--- src/rtl/fractran_pkg.sv ---
// Shared definitions for the FRACTRAN program sequencer and the core it feeds.
package fractran_pkg;

    // Sequencer control states
    typedef enum logic [1:0] {
        ST_IDLE = 2'd0,
        ST_RUN  = 2'd1,
        ST_WAIT = 2'd2,
        ST_HALT = 2'd3
    } seq_state_t;

    // Width of one encoded fraction; the core decodes the same width
    localparam int FRAC_W = 8;

    // Result encoding returned by the core on res_hit
    localparam logic RES_HIT  = 1'b1;
    localparam logic RES_MISS = 1'b0;

endpackage

--- src/rtl/fractran_prog_mem.sv ---
// Program store: DEPTH x FRAC_W register file, one synchronous write port,
// one asynchronous read port. Contents are not reset.
module fractran_prog_mem
    import fractran_pkg::*;
#(
    parameter  int DEPTH = 16,
    localparam int AW    = $clog2(DEPTH)
) (
    input  logic              clk,
    input  logic              wr_en,
    input  logic [AW-1:0]     wr_addr,
    input  logic [FRAC_W-1:0] wr_data,
    input  logic [AW-1:0]     rd_addr,
    output logic [FRAC_W-1:0] rd_data
);

    logic [FRAC_W-1:0] mem [DEPTH];

    // Write one program byte per cycle when enabled
    always_ff @(posedge clk) begin
        if (wr_en) begin
            mem[wr_addr] <= wr_data;
        end
    end

    assign rd_data = mem[rd_addr];

endmodule

--- src/rtl/fractran_prog_seq.sv ---
// FRACTRAN program sequencer: loads a program over a byte handshake, then
// presents fractions to the core, restarting at 0 after each applied
// fraction, advancing on a miss, and halting after a pass with no hits.
module fractran_prog_seq
    import fractran_pkg::*;
#(
    parameter  int DEPTH = 16,
    parameter  int STEPW = 16,
    localparam int AW    = $clog2(DEPTH)
) (
    input  logic              clk,
    input  logic              rst_n,
    input  logic              ena,
    input  logic              clear,
    input  logic              load_valid,
    input  logic [FRAC_W-1:0] load_data,
    output logic              load_ready,
    input  logic              start,
    output logic              frac_valid,
    output logic [FRAC_W-1:0] frac_data,
    input  logic              frac_ready,
    input  logic              res_valid,
    input  logic              res_hit,
    output logic [AW-1:0]     pc,
    output logic [STEPW-1:0]  steps,
    output logic              busy,
    output logic              halted
);

    localparam logic [AW:0]    LEN_ONE  = (AW+1)'(1);
    localparam logic [AW:0]    LEN_MAX  = (AW+1)'(DEPTH);
    localparam logic [AW-1:0]  PC_ONE   = AW'(1);
    localparam logic [STEPW-1:0] STEP_ONE = STEPW'(1);

    seq_state_t        state;
    logic [AW:0]       len;

    logic              idle_like;
    logic              len_full;
    logic              wr_en;
    logic [AW:0]       len_after_wr;
    logic [AW:0]       len_m1;
    logic              last_pc;
    logic              steps_full;
    logic [AW-1:0]     rd_addr;
    logic [FRAC_W-1:0] rd_data;
    logic [FRAC_W-1:0] next_frac;

    // Program accepts writes only from IDLE or HALT, and never while clear wins
    always_comb begin
        idle_like    = (state == ST_IDLE) || (state == ST_HALT);
        len_full     = (len == LEN_MAX);
        load_ready   = ena && (state == ST_IDLE) && !len_full;
        wr_en        = ena && idle_like && !clear && load_valid && !len_full;
        len_after_wr = wr_en ? (len + LEN_ONE) : len;
        len_m1       = len - LEN_ONE;
        last_pc      = ({1'b0, pc} == len_m1);
        steps_full   = (steps == {STEPW{1'b1}});
    end

    // Address of the fraction that will be presented next: pc+1 after a miss,
    // otherwise entry 0 (start or hit)
    always_comb begin
        rd_addr = '0;
        if ((state == ST_WAIT) && res_valid && (res_hit != RES_HIT)) begin
            rd_addr = pc + PC_ONE;
        end
    end

    // A start in the same cycle as the first write must see the new byte,
    // which the memory has not yet captured
    always_comb begin
        next_frac = rd_data;
        if (wr_en && (len[AW-1:0] == rd_addr)) begin
            next_frac = load_data;
        end
    end

    fractran_prog_mem #(
        .DEPTH (DEPTH)
    ) u_mem (
        .clk     (clk),
        .wr_en   (wr_en),
        .wr_addr (len[AW-1:0]),
        .wr_data (load_data),
        .rd_addr (rd_addr),
        .rd_data (rd_data)
    );

    // Sequencer FSM with registered handshake and status outputs
    always_ff @(posedge clk or negedge rst_n) begin
        if (!rst_n) begin
            state      <= ST_IDLE;
            len        <= '0;
            pc         <= '0;
            steps      <= '0;
            frac_valid <= 1'b0;
            frac_data  <= '0;
            busy       <= 1'b0;
            halted     <= 1'b0;
        end else if (ena) begin
            case (state)
                ST_IDLE, ST_HALT: begin
                    if (clear) begin
                        len    <= '0;
                        state  <= ST_IDLE;
                        halted <= 1'b0;
                    end else begin
                        if (wr_en) begin
                            len <= len_after_wr;
                        end
                        if (start) begin
                            pc    <= '0;
                            steps <= '0;
                            if (len_after_wr == '0) begin
                                state  <= ST_HALT;
                                halted <= 1'b1;
                                busy   <= 1'b0;
                            end else begin
                                state      <= ST_RUN;
                                busy       <= 1'b1;
                                halted     <= 1'b0;
                                frac_valid <= 1'b1;
                                frac_data  <= next_frac;
                            end
                        end else if (load_valid) begin
                            state  <= ST_IDLE;
                            halted <= 1'b0;
                        end
                    end
                end

                ST_RUN: begin
                    if (frac_ready) begin
                        frac_valid <= 1'b0;
                        state      <= ST_WAIT;
                    end
                end

                ST_WAIT: begin
                    if (res_valid) begin
                        if (res_hit == RES_HIT) begin
                            if (!steps_full) begin
                                steps <= steps + STEP_ONE;
                            end
                            pc         <= '0;
                            state      <= ST_RUN;
                            frac_valid <= 1'b1;
                            frac_data  <= next_frac;
                        end else if (!last_pc) begin
                            pc         <= pc + PC_ONE;
                            state      <= ST_RUN;
                            frac_valid <= 1'b1;
                            frac_data  <= next_frac;
                        end else begin
                            state  <= ST_HALT;
                            busy   <= 1'b0;
                            halted <= 1'b1;
                        end
                    end
                end

                default: begin
                    state      <= ST_IDLE;
                    frac_valid <= 1'b0;
                    busy       <= 1'b0;
                    halted     <= 1'b0;
                end
            endcase
        end
    end

endmodule

--- config.mk ---
export PLATFORM = sky130hd
export DESIGN_NAME = fractran_prog_seq
export DESIGN_NICKNAME = d
export VERILOG_FILES = /design/src/rtl/fractran_pkg.sv /design/src/rtl/fractran_prog_mem.sv /design/src/rtl/fractran_prog_seq.sv
export SDC_FILE = /design/constraint.sdc
export NUM_CORES = 1
export LEC_CHECK = 0
export CORE_UTILIZATION = 45
export DETAILED_ROUTE_END_ITERATION = 10
export SLEW_MARGIN = 0
export SYNTH_ARGS = -nofsm -noshare
export SYNTH_HDL_FRONTEND = slang
export SYNTH_HIERARCHICAL = 1
export SYNTH_SLANG_ARGS = --single-unit
--- constraint.sdc ---
create_clock -name clk -period 4 [get_ports clk]
set_clock_uncertainty 0.2 [all_clocks]
set_input_delay 1 -clock clk [delete_from_list [all_inputs] [get_ports clk]]
set_output_delay 1 -clock clk [all_outputs]
set_load 0.03 [all_outputs]
==> run_results.csv <==
group,metric,value,unit
drt,wirelength,16510,um
cts,cts-root-buf,"clkbuf_16",
timing,max_freq,273.8,MHz
layout,num_antenna_cells,0,
critical_path,critPathLaunch,"ena",
drt,ant_nets,0,
cts,postCtsSetupBuffers,0,
layout,seqCellArea,0.004795,mm^2
timing,rsz0062_at_grt,"no",
pwr,seq_power_share,0.421,
global_route,grt_pass1_wl,25050,um
critical_path,reg2reg_slack,690,ps
drt,drt_iter0_drc,365,
yosys,synthArstFlopShare,0.2289,
cts,clock_sinks,166,
critical_path,cp.arrival,2450,ps
yosys,ys_top_cells_by_area,"edfxtp_1, dfrtp_1, mux4_2",
critical_path,setup.worst_path.end,"load_ready",
yosys,netlist_instances,468,
pwr,clkPwrFrac,0.339,
cts,clk_pin_slew_worst_paths,60,ps
layout,fill_cells,1282,
floorplan,ios,49,
cts,h-tree-depth,4,
global_route,grt_max_degree,39,
cts,cts_buffers,17,
layout,multi_input_area,0.002445,mm^2
cts,clock_latency,430,ps
yosys,synth_warnings,6,
pwr,combPwrFrac,0.241,
critical_path,worstReg2RegStart,"state[0]",
global_route,grt_remaining_overflow,0,
pwr,finalPower,0.004943,W
yosys,seq_area_frac_synth,0.6487,
global_route,grt_pass1_vias,4407,
drt,viasPerCell,5.651,
pwr,cellLeakagePower,3.139,nW
run,cap_violations,0,
floorplan,die_x,130.2,um
floorplan,die-area,0.01694,mm^2
timing,setup_viol,0,
yosys,synth_top_area_cell,"edfxtp_1",
hold_path,hp-class,"flip-flop to flip-flop",
drt,wl_per_cell,21.03,um
global_route,antenna_found_initial,0,
pwr,intPower,0.003416,W
placed_design,gp_congestion,0.7955,
drt,dr.pass1.iters,4,
timing,period_share,0.9131,
timing,slew_headroom,0.3720,
floorplan,coreArea,0.01594,mm^2
timing,tns,0,ps
layout,finalNonFillerCells,785,
yosys,yosysTopAreaCellShare,0.5201,
critical_path,crit_fanout,7,
outcome,status,"complete, no violations",
cts,clockBufferDepth,2,
layout,syn2layout_area_growth,21.45,%
global_route,grtUsageTotal,0.2099,
critical_path,reg2reg_depth,10,
floorplan,num_rows,46,
layout,drive_gt1_frac,0.1898,
placed_design,hpwl,10770,um
timing,hold_viol_final,0,
cts,hold_buffers,0,
timing,layout_min_cycle_time,3653,ps
critical_path,rr_endpoint,"frac_data[6]",
yosys,syn-num-nets,492,
yosys,synth_ff_type,"edfxtp_1",
yosys,syn_area,0.007391,mm^2
yosys,synth_edf_count,128,
critical_path,cp-start-kind,"primary input",
timing,tightest_slew,942.0,ps
yosys,ys_types,66,
pwr,ir_drop,373.0,uV
floorplan,start_util,0.4636,
drt,drc_errors,0,
placed_design,dp_slack,41.66,ps
timing,layout_setup_ws,347.5,ps
pwr,p_per_area,550.7,mW/mm^2
cts,tritoncts,"done",
yosys,avgSynthCellArea,15.79,um^2
cts,cts.repair.resized,0,
placed_design,dp.cells,753,
critical_path,crit_required,2800,ps
pwr,power.switching,0.001528,W
drt,vias,4436,
yosys,ys_ff_latch,166,
timing,final_max_slew_viol_count,0,
placed_design,portBuffers,48,
pwr,p_sw_frac,0.3091,
critical_path,end_kind,"output port",
layout,layout.nets,580,
floorplan,die_y,130.2,um
critical_path,crit_type,"primary input to output port",
-- worst max-delay path, stage by stage --
cell	delay (ps)
clkdlybuf4s50_1	600
and3_1	190
clkdlybuf4s50_1	660
-- cells in the final DEF (no fill, tap or decap), drive strengths merged, types with 5 or more instances in the layout --
cell	synthesis	final
xor2	8	8
clkbuf	3	17
xnor2	10	10
nand2	24	24
clkinvlp	0	5
a21oi	7	7
dfrtp	38	38
nand3	12	12
a22oi	17	17
nor2b	6	6
buf	10	38
inv	12	16
mux4	32	32
clkdlybuf4s50	0	47
o21ai	12	12
mux2	17	17
edfxtp	128	128
ha	7	7
nand2b	10	10
nor2	31	31
nand4	7	7
nor3	14	14
-- power groups by stage --
stage / registers, W / logic [W] / clock network [W]
4_1_cts: 0.00208 / 0.00120 / 0.00170
5_1_grt: 0.00209 / 0.00128 / 0.00177
2_1_floorplan: 0.00222 / 0.000641 / 0
6_report: 0.00208 / 0.00119 / 0.00167
3_5_place_dp: 0.00212 / 0.00119 / 0
3_3_place_gp: 0.00211 / 0.00117 / 0
-- cell usage after synthesis, types with 5 or more instances --
cell,count
nand2b_1,10
o21ai_0,5
nor2_1,31
mux2_1,6
a21oi_1,7
inv_1,11
mux4_1,14
a22oi_1,17
o21ai_1,6
edfxtp_1,128
nor3_1,14
mux4_2,18
xnor2_1,10
nand4_1,6
xor2_1,8
nand2_1,24
dfrtp_1,38
mux2_2,11
ha_1,7
nand3_1,12
nor2b_1,6
-- per-layer routing --
layer  global-route usage  vias up  routed length [um]
met5                    0        -                   0
met3              0.04510       13                 771
met4              0.08071        0                 273
met1               0.2970     2289                7616
met2               0.3188      103                7845
li1                     -     2031                   -
-- stage by stage --
step	hold slack [ps]	instance area, um^2	util
6_report	289.9	8976	0.5630
5_1_grt	318.4	8976	0.5630
2_1_floorplan	300.0	7391	-
3_3_place_gp	275.9	8358	0.5243
3_5_place_dp	283.2	8358	0.5243
4_1_cts	297.6	8976	0.5630
-- worst min-delay path by stage --
| stage | from | end | slack (ps) | cells after the start |
|---|---|---|---|---|
| 3_5_place_dp | busy | busy | 280 | 2 |
| 6_report | busy | busy | 290 | 2 |
| 4_1_cts | busy | busy | 300 | 2 |
| 3_3_place_gp | frac_valid | frac_valid | 280 | 1 |
| 5_1_grt | busy | busy | 320 | 2 |
| 2_1_floorplan | state[1] | state[1] | 300 | 1 |
-- registers in the layout, summed over array words and instances (netlist names) --
register,flops
frac_valid,1
state,2
steps,16
pc,4
halted,1
frac_data,8
len,5
u_mem/mem,128
busy,1
-- cells by family after synthesis --
kind of cell,count (synthesis),share of synthesized area
flops,166,0.6487
xor+xnor,18,0.02133
fa+ha+maj,7,0.01185
buf+inv,28,0.02150
simple gates,134,0.09836
compound gates,63,0.06366
mux,52,0.1346
-- layout make-up --
type                            instances  share of cell area
Sequential cell                       166              0.5342
Multi-Input combinational cell        274              0.2724
Timing Repair Buffer                   85             0.08949
Clock buffer                           17             0.04739
Tap cell                              216             0.03011
Clock inverter                         15             0.02147
Inverter                               12            0.005018
Note: power is estimated with default switching activity, not from simulation.
==> variant 1: new RTL, same settings <==
Encoding of `seq_state_t`: now one-hot (4 bits for 4 states).
--- a/src/rtl/fractran_pkg.sv
+++ b/src/rtl/fractran_pkg.sv
@@ -3,9 +3,9 @@
 
     // Sequencer control states
-    typedef enum logic [1:0] {
-        ST_IDLE = 2'd0,
-        ST_RUN  = 2'd1,
-        ST_WAIT = 2'd2,
-        ST_HALT = 2'd3
+    typedef enum logic [3:0] {
+        ST_IDLE = 4'b0001,
+        ST_RUN  = 4'b0010,
+        ST_WAIT = 4'b0100,
+        ST_HALT = 4'b1000
     } seq_state_t;
 
Function: same outputs for any inputs over 4 cycles, from zero or initial values and one cycle with rst_n low; so few cycles prove little.
==> variant 1 against the original RTL <==
- clock power down 9.6%
- synthesized area up 4.5%
- wire length up 2.8%
- sequential cell count up 2
- total power down 7.0%
- setup slack worse by 0.11 ns
- global-route usage down 0.30 points
- final area up 1.3%
- critical path type unchanged
- largest cell class unchanged
==> variant 1: results (changes against the original RTL) <==
* Worst r2r src: state[3] (was state[0])
* Syn Nets at 562 (was 492)
* Async SR Flop Fraction at 23.8% (was 22.9%)
* Max incr delay on CP at 0.73 ns (was 0.66 ns)
* Placer congestion estimate at 0.861 (was 0.796)
* Area contributors post-synth: edfxtp_1 (50%), dfrtp_1 (13%), mux4_2 (5.3%), mux4_1 (4.8%), nor2_1 (2.1%) (was edfxtp_1 (52%), dfrtp_1 (13%), mux4_2 (5.5%), mux4_1 (5.0%), a22oi_1 (1.7%))
* Global-route wire length before repair at 27200 um (was 25000 um)
* Hold Startpoint: halted (was busy)
* Inst Count DP at 810 (was 753)
* RR Endpoint: frac_data[1] (was frac_data[6])
* Seq/Total Area, Yosys at 62.8% (was 64.9%)
* Share of cells above drive strength 1 at 15.3% (was 19.0%)
* Worst reg-to-reg setup slack at 0.88 ns (was 0.69 ns)
* Xor and xnor area share after synthesis at 2.16% (was 2.13%)
* # nets final at 631 (was 580)
* Vias in the first global route at 4881 (was 4407)
* Placed Area at 0.00855 sq mm (was 0.00836 sq mm)
* Status: finished clean (unchanged)
* Least-Margin Pin Slew at 0.949 ns (was 0.942 ns)
* Total Routing Usage GR at 20.7% (was 21.0%)
* Initial antenna violation count at 0 (unchanged)
* Port buffer count at 48 (unchanged)
* Maximum fanout along the worst path at 2 (was 7)
* Total wire length at 17000 um (was 16500 um)
* Worst IR Drop VDD at 0.365 mV (was 0.373 mV)
* Synth Area in Adders at 0.810% (was 1.19%)
* Fin crit period at 3.76 ns (was 3.65 ns)
* Drt wl/cell at 20.1 um (was 21.0 um)
* Post-DP HPWL at 11300 um (was 10800 um)
* 1st-pass router iterations at 5 (was 4)
* R2R depth at 7 (was 10)
* Distinct cells, synth at 72 (was 66)
* Worst hold slack at 0.307 ns (was 0.290 ns)
* DR vias at 4818 (was 4436)
* Place WS at 0.120 ns (was 0.0417 ns)
* Lkg Pwr at 3.07 nW (was 3.14 nW)
* Compound-gate portion of the synthesized area at 8.41% (was 6.37%)
* Hold path depth at 1 (was 2)
* Synth top cells by count: edfxtp_1 (128), nor2_1 (43), dfrtp_1 (39) (was edfxtp_1 (128), dfrtp_1 (38), nor2_1 (31))
* Syn Area/Cell at 14.3 sq um (was 15.8 sq um)
* Hold path endpoint: halted (was busy)
## variant 1: layer usage
metal	vias up	global-route usage, %	part of all wire, %
met3	21	3.75	5.7
li1	2238	-	-
met1	2407	27.3	42
met4	0	7.92	1.5
met5	-	0	0
met2	152	34.1	51
## variant 1: cell type report
| class | count | area [sq um] |
|---|---|---|
| Fill cell | 1365 | 7550 |
| Multi-Input combinational cell | 331 | 2650 |
| Inverter | 12 | 45.0 |
| Clock buffer | 17 | 425 |
| Tap cell | 220 | 275 |
| Clock inverter | 15 | 120 |
| Sequential cell | 168 | 4850 |
| Timing Repair Buffer | 79 | 733 |
## variant 1: power by group
group	internal, mW	leakage [nW]	switching (mW)
combinational	0.402	1.14	0.610
clock	0.807	0.257	0.700
sequential	1.98	1.67	0.103
## variant 1: critical path, delay by kind of cell
kind          cells  cell delay [ns]
buf+inv           2             1.22
simple gates      2             0.34
==> variant 2: new RTL, same flow settings <==
Without the edit above. Set the package constant `FRAC_W` to 6 (it was 8).
--- a/src/rtl/fractran_pkg.sv
+++ b/src/rtl/fractran_pkg.sv
@@ -11,5 +11,5 @@
 
     // Width of one encoded fraction; the core decodes the same width
-    localparam int FRAC_W = 8;
+    localparam int FRAC_W = 6;
 
     // Result encoding returned by the core on res_hit
Ports: changed (resized frac_data and load_data); port bits go from 49 to 45. The function was not compared with the original's and may differ.
==> variant 2 against the original RTL <==
- sequential cell count is 34 lower
- synthesized area shrank 16%
- count of clock-buffer cells in the layout up 2
- setup slack hardly changed
- total power down 9.6%
- wire length shrank 21%
- final area shrank 16%
- combinational power fell by 6%
- critical endpoint unchanged
- highest routed layer unchanged
==> variant 2: results (changes against the original RTL) <==
* Worst r2r src: state[0] (unchanged)
* YS warnings at 6 (unchanged)
* Drt wl/cell at 19.2 um (was 21.0 um)
* Post-synth EDFFs at 96 (was 128)
* Initial antenna violation count at 0 (unchanged)
* Setup Fix Bufs, Post-CTS at 0 (unchanged)
* Area of the multi-input gates at 0.00225 sq mm (was 0.00244 sq mm)
* Maximum fanout along the worst path at 6 (was 7)
* Distinct cells, synth at 66 (unchanged)
* Clock Latency Late Sink at 0.40 ns (was 0.43 ns)
* Async SR Flop Fraction at 27.3% (was 22.9%)
* Worst EP arrival at 2.45 ns (about the same)
* Syn Nets at 442 (was 492)
* Worst hold path type: flip-flop to flip-flop (unchanged)
* Area contributors post-synth: edfxtp_1 (47%), dfrtp_1 (15%), mux4_1 (5.1%), mux4_2 (4.4%), nor2_1 (2.4%) (was edfxtp_1 (52%), dfrtp_1 (13%), mux4_2 (5.5%), mux4_1 (5.0%), a22oi_1 (1.7%))
* Worst reg-to-reg setup slack at 0.84 ns (was 0.69 ns)
* Total Routing Usage GR at 20.1% (was 21.0%)
* Synth top cells by count: edfxtp_1 (96), nor2_1 (40), dfrtp_1 (36) (was edfxtp_1 (128), dfrtp_1 (38), nor2_1 (31))
* Final Non-Filler Cells at 680 (was 785)
* Largest net degree at the start of global routing at 37 (was 39)
* Worst IR Drop VDD at 0.378 mV (was 0.373 mV)
* Initial DRC count at 354 (was 365)
* Inst Count DP at 648 (was 753)
* Seq/Total Area, Yosys at 61.2% (was 64.9%)
* Global-route wire length before repair at 20900 um (was 25000 um)
* Hold Startpoint: frac_valid (was busy)
* Fill cell count at 1048 (was 1282)
* Largest registers: u_mem/mem (96), steps (16), frac_data (6) (was u_mem/mem (128), steps (16), frac_data (8))
* # nets final at 513 (was 580)
* Port buffer count at 44 (was 48)
* Vias in the first global route at 3741 (was 4407)
* Least-Margin Pin Slew at 0.864 ns (was 0.942 ns)
* Worst hold slack at 0.287 ns (was 0.290 ns)
* Lkg Pwr at 2.68 nW (was 3.14 nW)
* Placer congestion estimate at 0.806 (was 0.796)
* Placed Area at 0.00694 sq mm (was 0.00836 sq mm)
* Clock root cell: clkbuf_16 (unchanged)
* Share of cells above drive strength 1 at 16.1% (was 19.0%)
* Post-DP HPWL at 8680 um (was 10800 um)
* Vias/cell at 5.55 (was 5.65)
* Status: finished clean (unchanged)
* Crit. Startpoint: ena (unchanged)
* Post-Syn Instances at 420 (was 468)
## variant 2: changes by cell type after synthesis, moves of 4 or more
| cell | unedited run | this run |
|---|---|---|
| mux4_2 | 18 | 12 |
| mux2_2 | 11 | 2 |
| a22oi_1 | 17 | 12 |
| edfxtp_1 | 128 | 96 |
| nor2_1 | 31 | 40 |
| mux2_1 | 6 | 13 |
| o21ai_0 | 5 | 12 |
| o21ai_1 | 6 | 2 |
## variant 2: logic make-up (layout without fill, tap and decap cells)
family	count (synthesis)	count (layout)	synth area share, %
DFF	132	132	61.2
xor gates and xnor gates	21	21	2.98
muxes	39	39	12.2
and+or+nand+nor	131	131	11.6
AOI/OAI and AO/OA	63	63	8.14
adders and majority gates	7	7	1.42
buffers and inverters	27	111	2.39
## variant 2: critical path, stage by stage
cell and delay [ns]:
clkdlybuf4s50_1 0.58, nand2_1 0.08, nor2_1 0.11, clkdlybuf4s50_1 0.68
## variant 2: area by class of cell
| class | count | area share [%] |
|---|---|---|
| clock buffers | 19 | 5.71 |
| multi-input cells | 261 | 29.7 |
| clock inverters | 13 | 2.79 |
| flip-flops and latches | 132 | 49.9 |
| well taps | 176 | 2.90 |
| inverters | 11 | 0.544 |
| repair buffers | 68 | 8.45 |
## variant 2: where the power goes
| group | switching, mW | leakage (nW) | internal, mW |
|---|---|---|---|
| Combinational | 0.653 | 1.03 | 0.468 |
| Clock | 0.539 | 0.309 | 1.16 |
| Sequential | 0.0859 | 1.34 | 1.57 |
## variant 2: path summary, 6_finish.rpt
check | end | cells after the start
max | load_ready | 4
min | frac_valid | 1
max in group asynchronous | len[0] | 1
min in group asynchronous | steps[13] | 1
max reg2reg | frac_data[5] | 10
min reg2reg | frac_valid | 1
## variant 2: stage by stage
step	setup slack [ns]	total power, mW
after floorplan	0.728	2.42
after global placement	0.121	2.79
after detailed placement	0.0631	2.80
after CTS	0.332	4.51
after global routing	0.266	4.69
final	0.347	4.47
## variant 2: layer usage
metal | GRT usage (%) | part of all wire [%] | vias to the layer above
li1 | - | - | 1772
met1 | 27.3 | 46 | 1892
met2 | 29.8 | 46 | 92
met3 | 7.04 | 5.9 | 16
met4 | 6.80 | 1.6 | 0
met5 | 0 | 0 | -
